--- src/rtl/regfile_bypass_ctrl.sv ---
// Register file with operand bypass resolution and hazard stall for the ID stage.
// Define REGFILE_BYPASS_FWD_EN for EX/MEM forwarding and load-use-only stalls.
module regfile_bypass_ctrl #(
    parameter int unsigned DATA_W = 32,
    parameter int unsigned ADDR_W = 5,
    parameter int unsigned NUM_RD = 2
) (
    input  logic                       CLK,
    input  logic                       RESET,
    input  logic                       id_valid,
    input  logic [NUM_RD-1:0]          rd_use,
    input  logic [NUM_RD*ADDR_W-1:0]   rd_addr,
    input  logic                       ex_wr_en,
    input  logic                       ex_is_load,
    input  logic [ADDR_W-1:0]          ex_wr_addr,
    input  logic [DATA_W-1:0]          ex_wr_data,
    input  logic                       mem_wr_en,
    input  logic [ADDR_W-1:0]          mem_wr_addr,
    input  logic [DATA_W-1:0]          mem_wr_data,
    input  logic                       wb_wr_en,
    input  logic [ADDR_W-1:0]          wb_wr_addr,
    input  logic [DATA_W-1:0]          wb_wr_data,
    input  logic                       flush,
    output logic                       stall,
    output logic [NUM_RD*DATA_W-1:0]   ex_op_data,
    output logic                       ex_op_valid,
    output logic [15:0]                stall_cnt
);

    localparam int unsigned Depth  = 2 ** ADDR_W;
    localparam logic [15:0] CntMax = 16'hFFFF;

    logic [DATA_W-1:0]        rf_q [Depth];
    logic [DATA_W-1:0]        rf_d [Depth];
    logic [DATA_W-1:0]        rd_data [NUM_RD];
    logic [NUM_RD*DATA_W-1:0] ex_op_data_q, ex_op_data_d;
    logic                     ex_op_valid_q, ex_op_valid_d;
    logic [15:0]              stall_cnt_q, stall_cnt_d;
    logic                     hazard;
    logic [ADDR_W-1:0]        addr;

`ifndef REGFILE_BYPASS_FWD_EN
    logic unused_nofwd;
    assign unused_nofwd = ^{ex_is_load, ex_wr_data, mem_wr_data};
`endif

    always_comb begin
        rf_d = rf_q;
        if (wb_wr_en && (wb_wr_addr != '0)) begin
            rf_d[wb_wr_addr] = wb_wr_data;
        end
    end

    // Sources are applied oldest first so the youngest matching writer wins.
    always_comb begin
        hazard = 1'b0;
        addr   = '0;
        for (int j = 0; j < NUM_RD; j++) begin
            addr       = rd_addr[j*ADDR_W +: ADDR_W];
            rd_data[j] = rf_q[addr];
            if (wb_wr_en && (wb_wr_addr == addr)) begin
                rd_data[j] = wb_wr_data;
            end
`ifdef REGFILE_BYPASS_FWD_EN
            if (mem_wr_en && (mem_wr_addr == addr)) begin
                rd_data[j] = mem_wr_data;
            end
            if (ex_wr_en && !ex_is_load && (ex_wr_addr == addr)) begin
                rd_data[j] = ex_wr_data;
            end
            if (rd_use[j] && (addr != '0) && ex_wr_en && ex_is_load && (ex_wr_addr == addr)) begin
                hazard = 1'b1;
            end
`else
            if (rd_use[j] && (addr != '0) &&
                ((ex_wr_en && (ex_wr_addr == addr)) || (mem_wr_en && (mem_wr_addr == addr)))) begin
                hazard = 1'b1;
            end
`endif
            if (addr == '0) begin
                rd_data[j] = '0;
            end
        end
    end

    assign stall = id_valid & hazard & ~flush & ~RESET;

    always_comb begin
        ex_op_valid_d = id_valid & ~stall & ~flush;
        ex_op_data_d  = ex_op_data_q;
        if (ex_op_valid_d) begin
            for (int j = 0; j < NUM_RD; j++) begin
                ex_op_data_d[j*DATA_W +: DATA_W] = rd_data[j];
            end
        end
        stall_cnt_d = stall_cnt_q;
        if (stall && (stall_cnt_q != CntMax)) begin
            stall_cnt_d = stall_cnt_q + 16'd1;
        end
    end

    always_ff @(posedge CLK or posedge RESET) begin
        if (RESET) begin
            for (int i = 0; i < Depth; i++) begin
                rf_q[i] <= '0;
            end
            ex_op_data_q  <= '0;
            ex_op_valid_q <= 1'b0;
            stall_cnt_q   <= '0;
        end else begin
            rf_q          <= rf_d;
            ex_op_data_q  <= ex_op_data_d;
            ex_op_valid_q <= ex_op_valid_d;
            stall_cnt_q   <= stall_cnt_d;
        end
    end

    assign ex_op_data  = ex_op_data_q;
    assign ex_op_valid = ex_op_valid_q;
    assign stall_cnt   = stall_cnt_q;

endmodule

--- config.mk ---
export PLATFORM = sky130hd
export DESIGN_NAME = regfile_bypass_ctrl
export DESIGN_NICKNAME = d
export VERILOG_FILES = /design/src/rtl/regfile_bypass_ctrl.sv
export SDC_FILE = /design/constraint.sdc
export NUM_CORES = 2
export LEC_CHECK = 0
export CAP_MARGIN = 25
export CELL_PAD_IN_SITES_DETAIL_PLACEMENT = 1
export CELL_PAD_IN_SITES_GLOBAL_PLACEMENT = 1
export CORE_UTILIZATION = 53
export CTS_BUF_LIST = sky130_fd_sc_hd__clkbuf_16
export DETAILED_ROUTE_END_ITERATION = 12
export PLACE_DENSITY_LB_ADDON = 0.1
export SETUP_SLACK_MARGIN = 0.4
export SLEW_MARGIN = 20
export SYNTH_ARGS = -nofsm -noshare
export SYNTH_HDL_FRONTEND = slang
export SYNTH_SLANG_ARGS = --single-unit
export TNS_END_PERCENT = 100
--- constraint.sdc ---
create_clock -name CLK -period 59 [get_ports CLK]
set_input_delay 11.8 -clock CLK [delete_from_list [all_inputs] [get_ports CLK]]
set_output_delay 11.8 -clock CLK [all_outputs]
set_load 0.1 [all_outputs]
==> qor.yml <==
sta:
  fin_setup_tns_ns: 0
  setup_viol: 0
  skew_ns: 0.03652
  finalHoldViolations: 0
  finalCritPeriodShare_pct: 46.54
  worst_slack_ns: 31.54
  layout_min_cycle_time_ns: 27.46
  tightest_slew_ns: 1.122
  hold_ws_ns: 0.3936
  slew_headroom_pct: 24.90
  rsz0062_at_grt: "false"
  slew_violations: 0
  max_freq_mhz: 36.42
power_and_ir_drop:
  seqPwrFrac_pct: 44.2
  switchingPower_w: 0.0007049
  p_int_w: 0.001597
  power_frac_comb_pct: 23.0
  p_clk_share_pct: 32.8
  p_sw_share_pct: 30.62
  vdd_drop_max_mv: 0.02821
  pwr_density_cell_nw_per_um2: 35.76
  leakage_nw: 27.65
status:
  outcome: "completed"
clocking:
  htree_num_levels: 3
  cts_tree: "done"
  post_cts_resized: 0
  clk_latency_ns: 0.74
  root_buffer: "clkbuf_16"
  clockBufferDepth: 3
  clk_pin_slew_ns: 0.06
  cts-buffers-inserted: 120
  post-cts-setup-buffers: 0
  hold_buffers: 0
  cts.sinks: 1105
synthesis:
  ys_types: 57
  netlist_area_um2: 58270
  synth_nets: 4063
  synthTopCellsByCount: "1105 x dfrtp_1, 994 x mux2_2, 506 x mux4_2, 202 x clkbuf_1, 166 x nand2_1"
  synth_edf_count: 0
  post_synth.cell_area_avg_um2: 14.82
  synth-seq-cells: 1105
  ys_seq_area_share_pct: 47.46
  synth_top_cell_by_area: "dfrtp_1"
  yosysTopAreaCellShare_pct: 47.46
  yosys_warnings: 0
  synthArstFlopShare_pct: 100.0
  netlist_instances: 3931
  synth.area.top_cells: "dfrtp_1 47%, mux4_2 20%, mux2_2 19%"
  synth.most_common_cell: "dfrtp_1"
  synth-main-ff-cell: "dfrtp_1"
drt:
  vias_per_cell: 7.307
  met1_length_um: 82230
  post-route-drc-count: 0
  vias: 39460
  highest_layer: "met4"
  avgRoutedWirePerCell_um: 38.91
  wl_met3_um: 19670
  wl_met2_um: 97100
  first_pass_iters: 5
  drt-total-wl_um: 210100
  drtIter0Drc: 3976
  ant_nets: 0
hold_path:
  holdCritStartpoint: "rf_q[1021]"
  hold_depth: 0
  min_path_type: "flop to flop"
  holdPathEnd: "rf_q[1021]"
die:
  core.rowCount: 121
  start_util_pct: 53.53
  die_area_um2: 111300
  io_pins: 213
  die_x_um: 333.6
  core_um2: 108900
  dieHeight_um: 333.6
critical_path:
  critPathMaxFanout: 89
  startpoint_type: "primary input"
  worst_ep_required_time_ns: 47.20
  critPathArrivalTime_ns: 15.66
  reg2reg_slack_ns: 56.60
  crit_type: "primary input to output port"
  reg2reg_depth: 4
  cp-end-kind: "output port"
  r2r-end: "ex_op_data[34]"
  reg2reg_from: "rf_q[2]"
placed_design:
  place.gp.congestion: 0.8397
  io_buffers: 147
  dpl_worst_slack_ns: 31.50
  dpl_cell_area_um2: 60530
  dp.final_hpwl_um: 121200
  dp_cells: 5168
final_layout:
  drive_gt1_share_pct: 47.65
  final_area_um2: 64390
  areaGrowthSynthToFinish_pct: 10.51
  instances_no_fill: 5400
  layout.nets: 4011
run:
  drv_cap: 0
global_route:
  grt_max_degree: 186
  antenna_found_initial: 8
  grt.overflow.total: 0
  grt_usage_pct: 38.37
  grt_pass1_vias: 42400
  grt_first_pass_wirelength_um: 306400
power by group through the flow:
stage,Sequential [W],Clock [W],Combinational [W]
2_1_floorplan,0.00104,0,0.000342
3_3_place_gp,0.000998,0,0.000503
3_5_place_dp,0.00102,0,0.000525
4_1_cts,0.00101,0.000762,0.000528
5_1_grt,0.00103,0.000790,0.000556
6_report,0.00102,0.000755,0.000530
layout make-up:
type / count / area (um^2)
clock inverters: 104 / 869.6
diodes: 5 / 12.51
fillers: 9731 / 44460
inverters: 7 / 33.78
flip-flops and latches: 1105 / 27650
clock buffers: 120 / 3003
repair buffers: 256 / 2387
well taps: 1414 / 1769
multi-input cells: 2389 / 28670
per-stage QoR:
stage | power [W] | utilization, %
4_1_cts | 0.002301 | 59.17
6_report | 0.002302 | 59.15
5_1_grt | 0.002377 | 59.15
2_1_floorplan | 0.001386 | -
3_5_place_dp | 0.001548 | 55.61
3_3_place_gp | 0.001501 | 55.53
cell usage in the layout, fill, tap and decap left out, types with 29 or more instances in the layout:
cell type,count
a21oi_1,29
a221oi_1,31
a22oi_1,110
buf_4,95
clkbuf_16,120
clkdlybuf4s50_1,118
dfrtp_1,1105
inv_1,31
mux2_2,994
mux2i_1,89
mux4_2,506
nand2_1,150
nor2_1,79
o21ai_0,48
o22ai_1,63
o31ai_1,41
layer usage:
layer	GRT usage, %	vias up
met4	18.30	0
li1	-	15040
met5	0	-
met2	58.78	2248
met1	52.36	21580
met3	8.477	593
critical path, stage by stage:
cell and delay (ns):
buf_6 0.64, buf_12 0.63, xnor2_1 0.19, nand4_1 0.12
o22ai_1 0.53, a32oi_2 0.15, buf_4 0.27, inv_1 0.08
clkdlybuf4s50_1 1.13
logic make-up (layout without fill, tap and decap cells):
| logic type | count (synthesis) | in the layout | synth area share (%) |
|---|---|---|---|
| AO/OA/AOI/OAI | 394 | 394 | 4.973 |
| XOR/XNOR | 43 | 43 | 0.6464 |
| adder cells (fa/ha/maj) | 1 | 1 | 0.02147 |
| buffers and inverters | 437 | 487 | 3.852 |
| flip-flops | 1105 | 1105 | 47.46 |
| multiplexers | 1589 | 1589 | 40.30 |
| other | 0 | 5 | 0 |
| AND/OR/NAND/NOR | 362 | 362 | 2.753 |
registers in the layout, indices dropped and copies added (netlist names):
signal	cells
ex_op_data	64
ex_op_valid	1
rf_q	1024
stall_cnt	16
worst max-delay path by stage:
stage	slack (ns)	start	end	depth (start not counted)
floorplan	9.25	RESET	stall	5
CTS	31.49	rd_addr[5]	stall	9
global route	31.39	rd_addr[5]	stall	9
finish	31.54	rd_addr[1]	stall	9
detailed placement	31.50	rd_addr[5]	stall	9
global placement	31.48	rd_addr[5]	stall	9
Note: power is estimated with default switching activity, not from simulation.
